**config.mk**
```make
export PLATFORM = sky130hd
export DESIGN_NAME = mem_port_arbiter
export DESIGN_NICKNAME = d
export VERILOG_FILES = /design/src/rtl/mem_arb_pkg.sv /design/src/rtl/rr_arb2.sv /design/src/rtl/mem_port_arbiter.sv
export SDC_FILE = /design/constraint.sdc
export NUM_CORES = 1
export LEC_CHECK = 0
export CORE_ASPECT_RATIO = 0.7
export CORE_MARGIN = 2
export CORE_UTILIZATION = 40
export CTS_CLUSTER_SIZE = 30
export DETAILED_ROUTE_END_ITERATION = 8
export GPL_TIMING_DRIVEN = 0
export PLACE_DENSITY = 0.8
export SYNTH_ARGS = -nofsm -noshare
export SYNTH_HDL_FRONTEND = slang
export SYNTH_SLANG_ARGS = --single-unit
```
**constraint.sdc**
```tcl
create_clock -name clk -period 2.79 [get_ports clk]
set_clock_uncertainty 0.2 [all_clocks]
set_input_delay 0.4185 -clock clk [delete_from_list [all_inputs] [get_ports clk]]
set_output_delay 0.4185 -clock clk [all_outputs]
set_load 0.02 [all_outputs]
```
**src/rtl/mem_arb_pkg.sv**
```systemverilog
// Shared types and defaults for the instruction/data memory port arbiter.
package mem_arb_pkg;

   typedef enum logic [1:0] {
      IDLE  = 2'd0,
      ISSUE = 2'd1,
      RESP  = 2'd2
   } state_t;

   typedef enum logic {
      INSTR = 1'b0,
      DATA  = 1'b1
   } grant_t;

   localparam int unsigned ADDR_W                 = 32;
   localparam int unsigned DATA_W                 = 32;
   localparam int unsigned BE_W                   = 4;
   localparam int unsigned TIMEOUT_CYCLES_DEFAULT = 64;
   localparam logic [DATA_W-1:0] ERR_DATA_DEFAULT = 32'hDEADBEEF;

   // Watchdog counter width; never narrower than one bit.
   function automatic int unsigned timeout_cnt_w(input int unsigned cycles);
      return (cycles > 1) ? unsigned'($clog2(cycles)) : 1;
   endfunction

endpackage

```
**src/rtl/rr_arb2.sv**
```systemverilog
// Two-requester round-robin picker; the previous winner is stored by the caller.
module rr_arb2
   import mem_arb_pkg::*;
(
   input  logic [1:0] req,
   input  logic       last_grant,
   output logic       grant,
   output logic       grant_valid
);

   // Bit 0 is the instruction port, bit 1 the data port.
   always_comb begin
      grant_valid = |req;
      grant       = 1'(INSTR);
      case (req)
         2'b01:   grant = 1'(INSTR);
         2'b10:   grant = 1'(DATA);
         2'b11:   grant = ~last_grant;
         default: grant = 1'(INSTR);
      endcase
   end

endmodule

```
**src/rtl/mem_port_arbiter.sv**
```systemverilog
// Serialises instruction-fetch and data accesses onto one single-ported memory
// backend with round-robin arbitration, response pulses and an access watchdog.
module mem_port_arbiter
   import mem_arb_pkg::*;
#(
   parameter int unsigned       TIMEOUT_CYCLES = TIMEOUT_CYCLES_DEFAULT,
   parameter logic [DATA_W-1:0] ERR_DATA       = ERR_DATA_DEFAULT
) (
   input  logic              clk,
   input  logic              rst,
   input  logic              ic_re,
   input  logic [ADDR_W-1:0] ic_addr,
   output logic [DATA_W-1:0] ic_dout,
   output logic              ic_valid,
   input  logic              dc_re,
   input  logic [BE_W-1:0]   dc_we,
   input  logic [ADDR_W-1:0] dc_addr,
   input  logic [DATA_W-1:0] dc_din,
   output logic [DATA_W-1:0] dc_dout,
   output logic              dc_valid,
   output logic              mem_req,
   output logic [BE_W-1:0]   mem_we,
   output logic [ADDR_W-1:0] mem_addr,
   output logic [DATA_W-1:0] mem_din,
   input  logic              mem_ack,
   input  logic [DATA_W-1:0] mem_dout,
   output logic              stall,
   output logic              err
);

   localparam int unsigned    CNT_W    = timeout_cnt_w(TIMEOUT_CYCLES);
   localparam logic [CNT_W-1:0] CNT_LAST = CNT_W'(TIMEOUT_CYCLES - 1);

   state_t            state;
   grant_t            last_grant;
   grant_t            cur_grant;
   logic [CNT_W-1:0]  cnt;

   logic              dc_any;
   logic              busy_i;
   logic              busy_d;
   logic              pend_i;
   logic              pend_d;
   logic              arb_grant;
   logic              arb_valid;
   logic              mem_is_read;
   logic              timed_out;
   logic [DATA_W-1:0] rsp_data;

   // A port is busy from its grant until its valid pulse; grants only happen in IDLE.
   assign dc_any = dc_re | (|dc_we);
   assign busy_i = (state != IDLE) && (cur_grant == INSTR);
   assign busy_d = (state != IDLE) && (cur_grant == DATA);
   assign pend_i = ic_re & ~busy_i;
   assign pend_d = dc_any & ~busy_d;

   assign mem_is_read = (mem_we == '0);
   assign timed_out   = ~mem_ack && (cnt == CNT_LAST);
   assign rsp_data    = mem_ack ? mem_dout : ERR_DATA;

   // Released in the valid cycle so the pipeline advances on that edge.
   assign stall = (ic_re & ~ic_valid) | (dc_any & ~dc_valid);

   rr_arb2 u_rr_arb2 (
      .req         ({pend_d, pend_i}),
      .last_grant  (last_grant),
      .grant       (arb_grant),
      .grant_valid (arb_valid)
   );

   always_ff @(posedge clk) begin
      if (rst) begin
         state      <= IDLE;
         last_grant <= INSTR;
         cur_grant  <= INSTR;
         cnt        <= '0;
         mem_req    <= 1'b0;
         mem_we     <= '0;
         mem_addr   <= '0;
         mem_din    <= '0;
         ic_dout    <= '0;
         dc_dout    <= '0;
         ic_valid   <= 1'b0;
         dc_valid   <= 1'b0;
         err        <= 1'b0;
      end else begin
         ic_valid <= 1'b0;
         dc_valid <= 1'b0;
         case (state)
            IDLE: begin
               if (arb_valid) begin
                  cur_grant  <= grant_t'(arb_grant);
                  last_grant <= grant_t'(arb_grant);
                  mem_req    <= 1'b1;
                  cnt        <= '0;
                  state      <= ISSUE;
                  if (grant_t'(arb_grant) == DATA) begin
                     // Non-zero byte enables make this a write even if dc_re is also set.
                     mem_addr <= {dc_addr[ADDR_W-1:2], 2'b00};
                     mem_we   <= dc_we;
                     mem_din  <= dc_din;
                  end else begin
                     mem_addr <= {ic_addr[ADDR_W-1:2], 2'b00};
                     mem_we   <= '0;
                     mem_din  <= '0;
                  end
               end
            end
            ISSUE: begin
               if (mem_ack || timed_out) begin
                  mem_req <= 1'b0;
                  state   <= RESP;
                  if (timed_out) begin
                     err <= 1'b1;
                  end
                  if (cur_grant == DATA) begin
                     dc_valid <= 1'b1;
                     if (mem_is_read) begin
                        dc_dout <= rsp_data;
                     end
                  end else begin
                     ic_valid <= 1'b1;
                     ic_dout  <= rsp_data;
                  end
               end else begin
                  cnt <= cnt + CNT_W'(1);
               end
            end
            RESP: begin
               cnt   <= '0;
               state <= IDLE;
            end
            default: begin
               mem_req <= 1'b0;
               state   <= IDLE;
            end
         endcase
      end
   end

endmodule

```
==> results of run 1 <==
worst reg2reg max path, cell delays in order, from the launching register on:
cell and delay (ns):
dfxtp_1 0.29, clkbuf_1 0.18, nand2b_1 0.30, o31ai_2 0.64, buf_2 0.33, buf_2 0.26, a211oi_1 0.10
sequential cells by signal (all words and copies together) (netlist names):
signal     flops
cnt            6
cur_grant      1
dc_dout       32
dc_valid       1
err            1
ic_dout       32
ic_valid       1
mem_addr      30
mem_din       32
mem_req        1
mem_we         4
state          2
final timing paths:
kind | slack [ns] | to | depth (start not counted)
worst max-delay path | 0.12 | stall | 5
worst min-delay path | 0.27 | dc_dout[0] | 1
worst max register to register | 0.36 | ic_dout[6] | 6
worst min register to register | 0.27 | dc_dout[0] | 1
area by class of cell:
cell class / count / area, um^2 / area share (%)
buffer: 54 / 256 / 2.87
clock buffer: 19 / 453 / 5.07
clock inverter: 13 / 151 / 1.69
inverter: 2 / 7.51 / 0.0840
multi-input combinational: 389 / 2320 / 26.0
sequential: 143 / 2860 / 32.0
tap: 185 / 231 / 2.59
timing repair buffer: 265 / 2650 / 29.7
synthesized netlist by cell type, types with 2 or more instances:
library cell and count:
a211oi_1 28, a21oi_1 46, a22o_1 36, a311oi_1 32, and2_1 3, buf_2 16, buf_4 3, buf_6 3
clkbuf_1 31, dfxtp_1 143, inv_1 2, nand2_1 62, nand2b_1 11, nand3_1 20, nand4b_1 2, nor2_1 63
nor2b_1 24, nor3_1 5, nor3b_1 2, o21a_1 22, o21ai_0 9, or3_1 2
through the flow:
stage / setup slack (ns) / total power, uW / TNS, ns / utilization, %
after detailed placement: -0.232 / 3510 / -4.31 / 62.9
after floorplan: 0.785 / 2900 / 0 / -
after global routing: 0.0603 / 6020 / 0 / 67.5
final: 0.116 / 5780 / 0 / 67.5
after global placement: -0.191 / 3500 / -3.98 / 62.9
after CTS: 0.119 / 5810 / 0 / 67.5
logic make-up (layout without fill, tap and decap cells):
group,after synthesis,in the layout
xor+xnor,1,1
buf+inv,56,353
simple gates,203,203
flops,143,143
fa+ha+maj,1,1
compound gates,182,182
other cells,1,2
timing repair:
| action | in CTS | in global routing |
|---|---|---|
| endpoints found under the hold margin | 0 | 0 |
| resized for setup | 1 | 0 |
| setup endpoints to repair | 1 | 0 |
layer usage:
layer | vias to the layer above | track usage, % | wire [um]
met1 | 2517 | 32.0 | 8120
met4 | 0 | 6.03 | 201
met3 | 18 | 5.63 | 1190
met2 | 213 | 36.6 | 7770
met5 | - | 0 | 0
li1 | 2677 | - | -
power groups by stage:
stage,clock (uW),combinational (uW),sequential [uW]
3_3_place_gp,0,1180,2320
4_1_cts,2340,1200,2280
3_5_place_dp,0,1190,2320
2_1_floorplan,0,399,2500
5_1_grt,2430,1280,2300
6_report,2310,1190,2280
==> flow_summary.toml, run 1 <==
[critical_path]
worst-setup-path-type = "input port to primary output"
worstSetupEndpointType = "primary output"
cp_num_buf_inv = 2
crit_family = "buffers and inverters"
start_kind = "input port"
startpoint = "dc_we[0]"
arrival_ns = 2.06
crit_chain = "clkdlybuf4s50_1 -> nor3_2 -> and2_1 -> o22ai_1 -> clkdlybuf4s50_1"
cpMostUsedCell = "clkdlybuf4s50_1"
slowest_delay_ns = 0.57
r2r-start = "state[1]"
critPathSlowestCell = "clkdlybuf4s50_1"
worstPathRequired_ns = 2.17
cp_max_fo = 5

[place]
dp_cells = 1038
dp_hpwl_um = 12600
place.gp.congestion = 0.801
dpl-instance-area_mm2 = 0.00832
io_buffers = 265

[sta]
max_slew.worst_pin.slew_ns = 1.02
holdWs_ns = 0.270
slew_violations = 0
rsz0062_at_grt = "no"
hold_viol_final = 0
fmax_mhz = 374
timing.final.crit_period_ns = 2.67
fin_crit_sh_pct = 95.8
slew-limit-headroom_pct = 31.3
final-setup-viol-count = 0

[final_layout]
n_fill_cell = 1105
drive_above_1_share_pct = 6.78
final_cell_mix = "265 x clkdlybuf4s50_1, 143 x dfxtp_1, 63 x nor2_1"
syn_to_final_growth_pct = 64.3
layout.nets = 1010
layout_commonest_cell = "clkdlybuf4s50_1"
diodes = 0
design_area_mm2 = 0.00893
stdcell_count = 1070

[die]
rows = 35
core_mm2 = 0.0132
initial_core_util_pct = 41.1
die_area_mm2 = 0.0146
die_w_um = 143
die_y_um = 102
ioPinCount = 274

[logic_synthesis]
syn-instance-count = 587
ys.flop_type = "dfxtp_1"
synth.distinct_cells = 44
synth_edf_count = 0
synth-xor-area-share_pct = 0.161
async_flop_share_pct = 0
synth_area_leaders = "dfxtp_1 53%, a22o_1 5.8%, a311oi_1 5.2%, nor2_1 4.3%, nand2_1 4.3%"
synth_top_family_by_area = "compound AO/OA/AOI/OAI gates"
yosysSeqAreaShare_pct = 52.7
synth-compound-area-share_pct = 24.3
yosysWarningCount = 0
ys_seq_elements = 143
synthAdderAreaFrac_pct = 0.230
synth_area_mm2 = 0.00544
syn-mean-instance-area_um2 = 9.26
yosys.area.top_type = "dfxtp_1"
synthMuxAreaShare_pct = 0
yosys.area_share.simple_pct = 17.7
netlist.area_leader.share_pct = 52.7

[drt]
dr_total_vias = 5425
antenna_left = 0
vias_per_cell = 5.07
drt-total-wl_um = 17300
initialDrtViolationCount = 208
drc = 0
dr.pass1.iters = 4
wire_per_inst_um = 16.1

[clock_network]
numCtsBuffers = 17
cts_hold_buffers = 0
h-tree-depth = 4
clk_pin_slew_ns = 0.06
cts-root-buf = "clkbuf_16"
clkSinkCount = 143
postCtsSetupRepairBufs = 0
cts_tree = "built"
clk_latency_ns = 0.40
cts_max_path_buffers = 2

[grt]
grt_max_degree = 17
grt_pass1_wl_um = 26700
antenna_found_initial = 0
grt.overflow.total = 0
grt_pass1_vias = 5216
track_usage_pct = 23.1

[pwr]
internal-power_uw = 4170
p_comb_share_pct = 20.6
vdd_ir_drop_max_v = 0.000454
p_seq_share_pct = 39.5
clkPwrFrac_pct = 39.9
power-per-cell-area_mw_per_mm2 = 647
swShare_pct = 27.8
p_switching_uw = 1610
p_leak_uw = 0.00331

[min_path]
hold_path.class = "flip-flop to flip-flop"
min-delay-start = "dc_dout[0]"

[run_status]
status = "complete, no violations"

[run]
maxCapViolCount = 0
Note: power is estimated with default switching activity, not from simulation.
==> run 2, diff against run 1 <==
==> constraint.sdc (replaced) <==
create_clock -name clk -period 2.79 [get_ports clk]
set_clock_uncertainty 0.2 [all_clocks]
set_input_delay 0.6975 -clock clk [delete_from_list [all_inputs] [get_ports clk]]
set_output_delay 0.6975 -clock clk [all_outputs]
set_load 0.02 [all_outputs]
==> run 2 against run 1 <==
Cell area up 0.42%. Core utilization grew 0.28 points. Sequential share of layout area is 0.13 points lower. Clock power is essentially flat. Highest routed layer unchanged. Register-to-register slack lost 0.02 ns.
==> flow_summary.toml, run 2 (synthesis gave the netlist of run 1 again) <==
[place]
dp_hpwl_um = 12600
io_buffers = 265
dpl-instance-area_mm2 = 0.00832
pre_cts_ws_ns = -0.585
place.gp.congestion = 0.801

[drt]
drc = 0
drt-total-wl_um = 17300
dr.pass1.iters = 4
wire_per_inst_um = 16.2
antenna_left = 0
dr_total_vias = 5437
vias_per_cell = 5.08
initialDrtViolationCount = 175

[clock_network]
cts_max_path_buffers = 2
cts-root-buf = "clkbuf_16"
h-tree-depth = 4
numCtsBuffers = 17
clk_pin_slew_ns = 0.06
cts_tree = "built"
clkSinkCount = 143
clk_latency_ns = 0.40

[pwr]
p_leak_uw = 0.00334
total_power_uw = 5790
vdd_ir_drop_max_v = 0.000456
power-per-cell-area_mw_per_mm2 = 645

[critical_path]
worstSetupEndpointType = "primary output"
r2r_slack_ns = 0.34
arrival_ns = 1.81
worstPathRequired_ns = 1.89
startpoint = "dc_we[3]"
r2r-start = "state[1]"
reg2reg_to = "ic_dout[23]"
start_kind = "input port"
reg2reg_depth = 6
cp_max_fo = 2
worst-setup-path-type = "input port to primary output"

[sta]
timing.final.crit_period_ns = 2.71
final-setup-viol-count = 0
slew-limit-headroom_pct = 54.7
holdWs_ns = 0.270
fmax_mhz = 369
fin_crit_sh_pct = 97.0
rsz0062_at_grt = "no"
layout_setup_ws_ns = 0.0827
max_slew.worst_pin.slew_ns = 0.675
slew_violations = 0
hold_viol_final = 0

[die]
die_w_um = 143
initial_core_util_pct = 41.1
die_area_mm2 = 0.0146
ioPinCount = 274
die_y_um = 102
rows = 35
core_mm2 = 0.0132

[grt]
grt.overflow.total = 0
grt_pass1_wl_um = 26700
antenna_found_initial = 0
grt_pass1_vias = 5216
track_usage_pct = 23.2
grt_max_degree = 17

[final_layout]
syn_to_final_growth_pct = 65.0
final_cell_mix = "264 x clkdlybuf4s50_1, 143 x dfxtp_1, 62 x nand2_1"
layout.nets = 1011
layout_commonest_cell = "clkdlybuf4s50_1"
seq_area_mm2 = 0.00286
drive_above_1_share_pct = 8.13
largestRegisters = "dc_dout x32, ic_dout x32, mem_din x32"
n_fill_cell = 1100
diodes = 0
multiInputGateArea_mm2 = 0.00235
design_area_mm2 = 0.00897

[run]
maxCapViolCount = 0

[run_status]
status = "complete, no violations"

[min_path]
min-delay-start = "dc_dout[0]"
holdPathStages = 1
hold_path.class = "flip-flop to flip-flop"
min_delay_worst_endpoint = "dc_dout[0]"
-- run 2: cell types whose count changed in the layout (fill, tap and decap cells not counted) --
cell             change
clkbuf_2             +7
clkbuf_1             -6
nor2_1               -2
a311oi_1             -1
a311oi_2             +1
buf_4                +1
clkdlybuf4s50_1      -1
nor2_2               +1
nor2_4               +1
nor3_1               -1
nor3_4               +1
-- run 2: where the power goes --
group          switching, uW  internal [uW]  total (uW)
clock network            924           1380        2310
logic                    604            597        1200
registers               81.0           2200        2280
total                   1610           4180        5790
-- run 2: area by class of cell --
cell class | count | area share (%)
Sequential cell | 143 | 31.9
Timing Repair Buffer | 266 | 29.6
Multi-Input combinational cell | 389 | 26.2
Clock buffer | 19 | 5.05
Buffer | 54 | 2.94
Tap cell | 185 | 2.58
Clock inverter | 13 | 1.69
Inverter | 2 | 0.0837
-- run 2: what timing repair did --
action | 4_1_cts | 5_1_grt
hold buffers | 0 | 0
setup buffers | 1 | 0
gates resized for setup | 8 | 11
setup endpoints to repair | 11 | 61
pin swaps | 1 | 0
-- run 2: per-stage QoR --
stage	setup TNS, ns	utilization (%)	std cells
floorplan	0	-	588
global placement	-22.23	62.9	1038
detailed placement	-22.54	62.9	1038
CTS	-0.0355	67.7	1071
global route	0	67.8	1071
finish	0	67.8	1071
-- run 2: worst max path at each step --
stage               cells after the start    end
finish                                  5  stall
global route                            5  stall
CTS                                     5  stall
detailed placement                      5  stall
global placement                        5  stall
floorplan                               3  stall
-- run 2: critical path, stage by stage --
cell and delay [ns]:
clkdlybuf4s50_1 0.46, nor3_4 0.21, and2_1 0.18, o22ai_1 0.08, clkbuf_2 0.17
-- run 2: routing by layer --
metal	wire (um)	vias up	GRT usage (%)
li1	-	2683	-
met1	8080	2521	32.1
met2	7800	215	36.6
met3	1240	18	5.63
met4	208	0	6.03
met5	0	-	0
